### src/rtl/dequantize_stream_pkg.sv
// Shared constants and types for the receive-side dequantizer.
// QU matches the transmit quantizer divisor.
package dequantize_stream_pkg;

    localparam int N_DEF     = 16;
    localparam int LANE_W    = N_DEF / 2;
    localparam int QU_DEF    = 3;
    localparam int MAG_MAX   = 127;
    localparam int CNT_W_DEF = 16;
    localparam int PROD_W    = 11;

    typedef struct packed {
        logic              sign;
        logic [LANE_W-1:0] mag;
    } lane_sm_t;

    // -128 yields magnitude 0x80, read as unsigned 128.
    function automatic lane_sm_t to_sign_mag(input logic [LANE_W-1:0] x);
        lane_sm_t r;
        r.sign = x[LANE_W-1];
        r.mag  = x[LANE_W-1] ? (~x + LANE_W'(1)) : x;
        return r;
    endfunction

endpackage

### src/rtl/dequantize_stream_if.sv
// Valid/ready stream carrying packed {re, im} samples.
interface dequantize_stream_if #(
    parameter int N = 16
);
    logic         valid;
    logic         ready;
    logic [N-1:0] data;

    modport master (output valid, output data, input ready);
    modport slave  (input valid, input data, output ready);
endinterface

### src/rtl/dequantize_stream_lane.sv
// One lane of the rescaler: sign-magnitude in, |x|*QU clipped to 127, sign restored.
// The output range is symmetric, so -128 is never produced.
module dequant_lane
    import dequantize_stream_pkg::*;
#(
    parameter int QU = QU_DEF
) (
    input  lane_sm_t                 sm_i,
    output logic signed [LANE_W-1:0] lane_o,
    output logic                     sat_o
);

    function automatic logic [PROD_W-1:0] scale(input logic [LANE_W-1:0] mag);
        return PROD_W'(mag) * PROD_W'(QU);
    endfunction

    function automatic logic [LANE_W-1:0] sat_mag(input logic [PROD_W-1:0] prod);
        return (prod > PROD_W'(MAG_MAX)) ? LANE_W'(MAG_MAX) : prod[LANE_W-1:0];
    endfunction

    logic [PROD_W-1:0] prod;
    logic [LANE_W-1:0] res_mag;

    always_comb begin
        prod    = scale(sm_i.mag);
        sat_o   = (prod > PROD_W'(MAG_MAX));
        res_mag = sat_mag(prod);
        lane_o  = sm_i.sign ? -$signed(res_mag) : $signed(res_mag);
    end

endmodule

### src/rtl/dequantize_stream.sv
// Two-stage valid/ready dequantizer for packed complex samples, with a sticky
// count of output samples that clipped in either lane. N must equal 2*LANE_W.
module dequantize_stream
    import dequantize_stream_pkg::*;
#(
    parameter int N     = N_DEF,
    parameter int QU    = QU_DEF,
    parameter int CNT_W = CNT_W_DEF
) (
    input  logic                  clk_i,
    input  logic                  clear_n_i,
    dequantize_stream_if.slave    in_if,
    dequantize_stream_if.master   out_if,
    input  logic                  cnt_clr_i,
    output logic [CNT_W-1:0]      sat_cnt_o
);

    localparam int LW = N / 2;

    logic s1_ready, s2_ready, out_fire;

    logic       vld_p1_q, vld_p1_d;
    lane_sm_t   re_p1_q, re_p1_d;
    lane_sm_t   im_p1_q, im_p1_d;

    logic         vld_p2_q, vld_p2_d;
    logic [N-1:0] data_p2_q, data_p2_d;
    logic         sat_p2_q, sat_p2_d;

    logic [CNT_W-1:0] cnt_q, cnt_d;

    logic signed [LANE_W-1:0] re_out, im_out;
    logic                     re_sat, im_sat;

    // Ready chain: a stage may take new data if empty or draining this cycle.
    always_comb begin
        s2_ready = !vld_p2_q || out_if.ready;
        s1_ready = !vld_p1_q || s2_ready;
        out_fire = vld_p2_q && out_if.ready;
    end

    assign in_if.ready = s1_ready && clear_n_i;

    dequant_lane #(.QU(QU)) u_lane_re (
        .sm_i   (re_p1_q),
        .lane_o (re_out),
        .sat_o  (re_sat)
    );

    dequant_lane #(.QU(QU)) u_lane_im (
        .sm_i   (im_p1_q),
        .lane_o (im_out),
        .sat_o  (im_sat)
    );

    always_comb begin
        // S1: sign/magnitude capture
        vld_p1_d = vld_p1_q;
        re_p1_d  = re_p1_q;
        im_p1_d  = im_p1_q;
        if (s1_ready) begin
            vld_p1_d = in_if.valid;
        end
        if (s1_ready && in_if.valid) begin
            re_p1_d = to_sign_mag(in_if.data[N-1:LW]);
            im_p1_d = to_sign_mag(in_if.data[LW-1:0]);
        end

        // S2: scaled, clipped lanes
        vld_p2_d  = vld_p2_q;
        data_p2_d = data_p2_q;
        sat_p2_d  = sat_p2_q;
        if (s2_ready) begin
            vld_p2_d = vld_p1_q;
        end
        if (s2_ready && vld_p1_q) begin
            data_p2_d = {re_out, im_out};
            sat_p2_d  = re_sat || im_sat;
        end

        // Clear wins over a same-cycle increment; the count never wraps.
        cnt_d = cnt_q;
        if (cnt_clr_i) begin
            cnt_d = '0;
        end else if (out_fire && sat_p2_q && (cnt_q != '1)) begin
            cnt_d = cnt_q + CNT_W'(1);
        end
    end

    always_ff @(posedge clk_i) begin
        if (!clear_n_i) begin
            vld_p1_q  <= 1'b0;
            vld_p2_q  <= 1'b0;
            data_p2_q <= '0;
            sat_p2_q  <= 1'b0;
            cnt_q     <= '0;
        end else begin
            vld_p1_q  <= vld_p1_d;
            vld_p2_q  <= vld_p2_d;
            data_p2_q <= data_p2_d;
            sat_p2_q  <= sat_p2_d;
            cnt_q     <= cnt_d;
        end
    end

    always_ff @(posedge clk_i) begin
        re_p1_q <= re_p1_d;
        im_p1_q <= im_p1_d;
    end

    assign out_if.valid = vld_p2_q;
    assign out_if.data  = data_p2_q;
    assign sat_cnt_o    = cnt_q;

endmodule

### src/flat_wrapper.sv
// flat-port wrapper written by rule: the top's interface ports become plain ports
module dequantize_stream_flat import dequantize_stream_pkg::*;
#(
    parameter int N     = N_DEF,
    parameter int QU    = QU_DEF,
    parameter int CNT_W = CNT_W_DEF
)
  (clk_i, clear_n_i, cnt_clr_i, sat_cnt_o, in_if_valid, in_if_data, in_if_ready, out_if_valid, out_if_data, out_if_ready);
  dequantize_stream_if #(.N(N)) in_if_i ();
  dequantize_stream_if #(.N(N)) out_if_i ();
  input  logic clk_i;
  input  logic clear_n_i;
  input  logic cnt_clr_i;
  output logic [CNT_W-1:0] sat_cnt_o;
  input wire logic [$bits(in_if_i.valid)-1:0] in_if_valid;
  input wire logic [$bits(in_if_i.data)-1:0] in_if_data;
  output wire logic [$bits(in_if_i.ready)-1:0] in_if_ready;
  output wire logic [$bits(out_if_i.valid)-1:0] out_if_valid;
  output wire logic [$bits(out_if_i.data)-1:0] out_if_data;
  input wire logic [$bits(out_if_i.ready)-1:0] out_if_ready;
  assign in_if_i.valid = in_if_valid;
  assign in_if_i.data = in_if_data;
  assign in_if_ready = in_if_i.ready;
  assign out_if_valid = out_if_i.valid;
  assign out_if_data = out_if_i.data;
  assign out_if_i.ready = out_if_ready;
  dequantize_stream #(.N(N), .QU(QU), .CNT_W(CNT_W)) u_core (.clk_i(clk_i), .clear_n_i(clear_n_i), .in_if(in_if_i), .out_if(out_if_i), .cnt_clr_i(cnt_clr_i), .sat_cnt_o(sat_cnt_o));
endmodule
### config.mk
export PLATFORM = sky130hd
export DESIGN_NAME = dequantize_stream_flat
export DESIGN_NICKNAME = d
export VERILOG_FILES = /design/src/rtl/dequantize_stream_pkg.sv /design/src/rtl/dequantize_stream_if.sv /design/src/rtl/dequantize_stream_lane.sv /design/src/rtl/dequantize_stream.sv /design/src/flat_wrapper.sv
export SDC_FILE = /design/constraint.sdc
export NUM_CORES = 1
export LEC_CHECK = 0
export ABC_AREA = 1
export CAP_MARGIN = 15
export CORE_MARGIN = 5
export CORE_UTILIZATION = 61
export CTS_BUF_LIST = sky130_fd_sc_hd__clkbuf_2 sky130_fd_sc_hd__clkbuf_4 sky130_fd_sc_hd__clkbuf_8
export DETAILED_ROUTE_END_ITERATION = 8
export GPL_ROUTABILITY_DRIVEN = 0
export GPL_TIMING_DRIVEN = 0
export PLACE_DENSITY = 0.95
export SYNTH_ARGS = -nofsm -noshare
export SYNTH_HDL_FRONTEND = slang
export SYNTH_HIERARCHICAL = 1
export SYNTH_SLANG_ARGS = --single-unit
### constraint.sdc
create_clock -name clk_i -period 7 [get_ports clk_i]
set_input_delay 1.4 -clock clk_i [delete_from_list [all_inputs] [get_ports clk_i]]
set_output_delay 1.4 -clock clk_i [all_outputs]
set_load 0.01 [all_outputs]
==> reports/summary.txt, run 1 <==
Status -> complete, no violations
Critical Path Sink Type -> output port
Clk slew on worst S/H paths -> 0.10 ns
Setup TNS -> 0 ns
Synth Cell Area -> 3820 sq um
Startpoint types -> input pin
Fin crit share -> 59.4%
Routed WL -> 8.71 mm
Leakage -> 2.13 nW
Worst-Skew Late Latency -> 0.31 ns
Core ar. -> 5990 sq um
Dominant synthesized flop cell -> dfxtp_1
Distinct cell type count after synthesis -> 34
Final Skew -> 0.0125 ns
Maximum vdd drop -> 109 uV
# H-tree levels -> 2
# rows -> 28
Final hold violations -> 0
GRT Total Usage -> 23.4%
Port Buffers -> 53
Max-cap violations -> 0
Chip width -> 89.1 microns
Count of state elements after synthesis -> 53
Grt total ovfl -> 0
DP Cell Count -> 670
Final Non-Filler Cells -> 678
Postcts setup bufs -> 0
Fin crit period -> 4.16 ns
Number of top-level pins -> 55
Largest net degree at the start of global routing -> 19
Via/cell ratio -> 5.26
Critical path class -> input pin to output port
Drt first pass iters -> 5
Clock tree sinks -> 53
FILL cells -> 420
Initial core utilization -> 63.7%
Initial drt markers -> 158
Antenna violations before repair -> 0
Post-synthesis cell count -> 542
Slew headroom -> 54.5%
Synth warn -> 6
RSZ-0062 raised after global routing -> no
Antenna diodes -> 0
DP HPWL -> 6.52 mm
Syn-to-layout area delta -> 19.3%
Fraction of registers with async set or reset after synthesis -> 0%
DRT antenna net count -> 0
Req. time, crit path -> 5.60 ns
Slew at the pin closest to its max-slew limit -> 0.681 ns
CTS buffer count -> 5
Final hold slack -> 0.495 ns
Sequential share of the synthesized area -> 32.5%
Drt drc -> 0
Clock Path Buffers -> 2
Critical path data arrival time -> 2.76 ns
Avg Inst Size Synth -> 7.04 sq um
CTS Hold Bufs -> 0
Pwr dens -> 179 nW/um^2
Vias -> 3,566
Syn nets -> 588
Fin nets -> 648
Clock root cell -> clkbuf_8
Setup Viol. Count Final -> 0
Final slew viol count -> 0
DIE AREA -> 7940 sq um
CP Max Fanout -> 3
Post-CTS resize count -> 0
Post-DR wirelength/cell -> 12.8 microns
Fraction of layout cells with a size suffix above 1 -> 11.9%
Die Y -> 89.1 microns
Worst hold path type -> flip-flop to flip-flop
Fmax -> 241 MHz
Number of synthesized flops with an enable pin -> 18
CTS tree -> done
First-pass GRT wire length -> 14.8 mm
Number of global-route vias before repair -> 3,481
==> placed cells by master, fill, tap and decap left out, types with 7 or more instances in the layout <==
master,count
o21ai_0,20
nand3_1,24
nand2_1,133
clkdlybuf4s50_1,53
ha_1,23
dfxtp_1,35
xor2_1,15
nor2_1,90
nor2_2,15
edfxtp_1,18
nand2_2,13
xnor2_1,7
inv_2,7
inv_1,76
==> report_power, final <==
group,total (W),internal [W],switching (W)
Clock,0.000215,0.000110,0.000105
Sequential,0.000349,0.000337,0.0000124
Combinational,0.000251,0.0000994,0.000152
Total,0.000816,0.000547,0.000269
==> sequential cells by signal, indices dropped and copies added (netlist names) <==
signal and flops:
u_core/out_if.data 16, u_core/sat_cnt_o 16, u_core/im_p1_q 9, u_core/re_p1_q 9, u_core/out_if.valid 1, u_core/sat_p2_q 1
u_core/vld_p1_q 1
==> per-layer routing <==
layer	vias up	track usage (%)	wire length, microns
li1	1806	-	-
met1	1626	26.3	3540
met2	118	45.3	4530
met3	16	3.50	515
met4	0	6.22	125
met5	-	0	0
==> layout make-up <==
| cell class | count | area, sq um | share of cell area [%] |
|---|---|---|---|
| plain buffers | 7 | 33.8 | 0.742 |
| well taps | 75 | 93.8 | 2.06 |
| repair buffers | 53 | 531 | 11.7 |
| flip-flops and latches | 53 | 1240 | 27.3 |
| clock inverters | 2 | 35.0 | 0.769 |
| multi-input cells | 399 | 2230 | 49.0 |
| clock buffers | 6 | 76.3 | 1.68 |
| inverters | 83 | 312 | 6.84 |
==> synthesized netlist by cell type (2+ instances only) <==
cell type	number	area (sq um)
a31oi_1	2	12.5
buf_2	5	25.0
and2_1	2	12.5
nand4_1	4	25.0
fa_1	2	40.0
inv_2	7	26.3
o21ai_1	3	15.0
nor4_1	2	12.5
ha_1	23	288
nor2_2	15	93.8
xor2_1	15	131
nand3_1	24	120
nand3b_1	4	30.0
nand3_4	2	35.0
nand2_2	13	81.3
edfxtp_1	18	541
a21oi_2	6	52.6
o211ai_1	2	15.0
o21ai_0	20	100
nor3_1	6	30.0
nand2_1	133	499
or2_1	2	12.5
nor2_1	90	338
xnor2_1	7	61.3
nand3_2	6	60.1
nor2_8	3	60.1
nor2_4	2	22.5
nand2_4	4	45.0
a21oi_1	6	30.0
inv_1	76	285
dfxtp_1	35	701
==> worst max-delay path: stages <==
cell and delay, ns:
clkdlybuf4s50_1 0.51, inv_1 0.07, nand3_1 0.11, nand2_1 0.07
inv_1 0.07, clkdlybuf4s50_1 0.53
==> per-stage QoR <==
step,util [%],total power (W),cell area [sq um],worst slack [ns]
after floorplan,-,0.000533,3820,3.67
after global placement,74.1,0.000587,4440,2.90
after detailed placement,74.1,0.000601,4440,2.87
after CTS,76.0,0.000816,4550,2.86
after global routing,76.0,0.000859,4550,2.81
final,76.0,0.000816,4550,2.84
==> final timing paths <==
path / start / end / slack (ns) / cells after the start
setup / recovery: out_if_ready / in_if_ready / 2.84 / 6
hold / removal: u_core/out_if.data[2] / u_core/out_if.data[2] / 0.50 / 2
hold reg to reg: u_core/out_if.data[2] / u_core/out_if.data[2] / 0.50 / 2
setup reg to reg: u_core/re_p1_q[0] / u_core/out_if.data[12] / 3.71 / 17
==> cell families after synthesis <==
logic type | Yosys count | share of synthesized area [%]
XOR/XNOR | 22 | 5.05
adder cells (fa/ha/maj) | 25 | 8.59
AO/OA/AOI/OAI | 40 | 6.10
buffers and inverters | 90 | 9.05
AND/OR/NAND/NOR | 312 | 38.7
flip-flops | 53 | 32.5
(Power assumes the default switching activity.)
==> run 2: changes to the inputs <==
Settings changed: CORE_UTILIZATION 61 to 51, PLACE_DENSITY 0.95 to 0.89.
Clock period 7 ns to 3.4 ns, I/O delays scaled along.
==> run 2 against run 1 <==
Compared with the run above: cell count rose by 3.7%; non-clock buffer count up 1; combinational power grew 100%; global-route usage shrank 5.7 points; register-to-register slack got worse by 3.4 ns; count of clock-buffer cells in the layout grew 1; clock power grew 66%; sequential share of layout area down 0.082 points; worst hold slack worse by 0.0037 ns; power increased by 94%; worst setup slack lost 2.6 ns.
==> reports/summary.txt, run 2 (synthesis gave the netlist of run 1 again) <==
RSZ-0062 raised after global routing -> no
Setup Viol. Count Final -> 0
Drt first pass iters -> 4
Critical path class -> flip-flop to flip-flop
First-pass GRT wire length -> 13.4 mm
Worst-Skew Late Latency -> 0.31 ns
Clock tree sinks -> 53
CP Max Fanout -> 9
Req. time, crit path -> 3.61 ns
Syn-to-layout area delta -> 19.6%
Port Buffers -> 53
Worst slack at placement -> 0.286 ns
Antenna diodes -> 0
Number of top-level pins -> 55
Clock share of power -> 22.6%
Fraction of layout cells with a size suffix above 1 -> 12.1%
Via/cell ratio -> 4.98
Commonest non-fill, non-tap cell in the layout -> nand2_1
Largest net degree at the start of global routing -> 19
GRT Total Usage -> 17.7%
CP Depth -> 17
Core ar. -> 7250 sq um
CTS tree -> done
Leakage -> 2.12 nW
# rows -> 31
Die Y -> 96.5 microns
Number of global-route vias before repair -> 3,275
Switching power -> 0.000526 W
Fmax -> 319 MHz
Clock root cell -> clkbuf_8
Design Power -> 0.00158 W
Drt drc -> 0
CTS buffer count -> 5
Critical path data arrival time -> 3.35 ns
Final hold slack -> 0.491 ns
Initial core utilization -> 52.6%
WP buf/inv -> 2
Final WS setup -> 0.264 ns
Switching share of power -> 33.2%
Pwr dens -> 347 nW/um^2
Crit-path slowest cell -> edfxtp_1
DIE AREA -> 9320 sq um
Reg-to-reg startpoint -> u_core/re_p1_q[0]
Maximum vdd drop -> 220 uV
Fin crit share -> 92.2%
Grt total ovfl -> 0
Startpoint types -> flip-flop
Worst Hold End -> u_core/out_if.data[14]
WHS Path Cells -> 2
Max stage delay on crit path -> 0.47 ns
Cell count of the worst reg-to-reg path -> 17
Slew headroom -> 57.4%
Final slew viol count -> 0
Max-cap violations -> 0
Crit path cell chain -> ha_1, fa_1, nand3_1, nand2_2, a21oi_2, nand3_4, nor2_8, inv_2, nor2_1, ha_1, nand2_1, nand3b_1, nand2_2, xor2_1, inv_1, o21ai_0, nor2_1
Clk slew on worst S/H paths -> 0.09 ns
DP HPWL -> 6.42 mm
Fin util -> 63.0%
Int Pwr -> 0.00106 W
Clock Path Buffers -> 2
Slew at the pin closest to its max-slew limit -> 0.638 ns
Fin crit period -> 3.14 ns
Critical Path Sink Type -> flip-flop
Critical path origin -> u_core/re_p1_q[0]
Fin nets -> 649
Combinational Power Share -> 32.1%
Min-delay src -> u_core/out_if.data[14]
Antenna violations before repair -> 0
Final Skew -> 0.00959 ns
Initial drt markers -> 194
Most frequent cells in the layout -> nand2_1, nor2_1, inv_1, clkdlybuf4s50_1, dfxtp_1
Setup TNS -> 0 ns
Final hold violations -> 0
# H-tree levels -> 2
Chip width -> 96.5 microns
DRT antenna net count -> 0
Sequential Power Share -> 45.3%
Reg2reg end -> u_core/out_if.data[12]
Post-DR wirelength/cell -> 11.1 microns
Vias -> 3,502
Worst R2R Setup Slack -> 0.26 ns
Worst hold path type -> flip-flop to flip-flop
Routed WL -> 7.82 mm
Status -> complete, no violations
Crit path max-delay family -> simple AND/OR/NAND/NOR gates
-- run 2: cell count changes in the layout (fill, tap and decap cells not counted) --
cell / change
inv_4: +1
clkinv_2: -1
o21ai_1: +1
bufinv_16: -1
o21ai_0: -1
buf_4: +1
clkbuf_2: +1
-- run 2: power by group through the flow --
stage,Clock [W],Combinational (W),Sequential [W]
floorplan,0,0.000363,0.000735
global placement,0,0.000479,0.000731
detailed placement,0,0.000502,0.000733
CTS,0.000369,0.000505,0.000718
global route,0.000394,0.000573,0.000722
finish,0.000357,0.000509,0.000717
-- run 2: metrics by stage --
step / instance area [sq um] / std cells
4_1_cts: 4560 / 702
3_5_place_dp: 4470 / 694
5_1_grt: 4570 / 703
6_report: 4570 / 703
3_3_place_gp: 4470 / 694
2_1_floorplan: 3820 / 542
-- run 2: worst reg2reg max path: cells and delay by family (launching register included) --
family	cells	cell delay [ns]
buffers and inverters	2	0.12
DFF	1	0.47
and+or+nand+nor	9	1.04
adders and majority gates	3	0.86
AOI/OAI and AO/OA	2	0.40
xor gates and xnor gates	1	0.16
-- run 2: per-layer routing --
layer	global-route usage, %	wire length, microns	up-vias
met2	34.1	4040	89
met3	3.72	481	7
met4	4.56	80	0
met1	19.5	3220	1596
met5	0	0	-
li1	-	-	1810
-- run 2: worst max-delay path by stage --
stage / endpoint / slack (ns)
2_1_floorplan: u_core/out_if.data[4] / 0.62
3_3_place_gp: u_core/out_if.data[6] / 0.37
3_5_place_dp: u_core/out_if.data[12] / 0.29
4_1_cts: u_core/out_if.data[14] / 0.27
5_1_grt: u_core/out_if.data[12] / 0.03
6_report: u_core/out_if.data[12] / 0.26
-- run 2: layout make-up --
cell class                      instances  area, sq um
Sequential cell                        53         1240
Timing Repair Buffer                   54          538
Clock buffer                            7         81.3
Buffer                                  7         33.8
Inverter                               83          312
Clock inverter                          1         6.26
Fill cell                             624         2690
Multi-Input combinational cell        399         2230
Tap cell                               99          124
-- run 2: timing repair --
item | CTS | global route
endpoints found under the setup margin | 0 | 1
hold buffers | 0 | 0
hold endpoints to repair | 0 | 0
resized for setup | 0 | 1
buffers inserted | 0 | 1
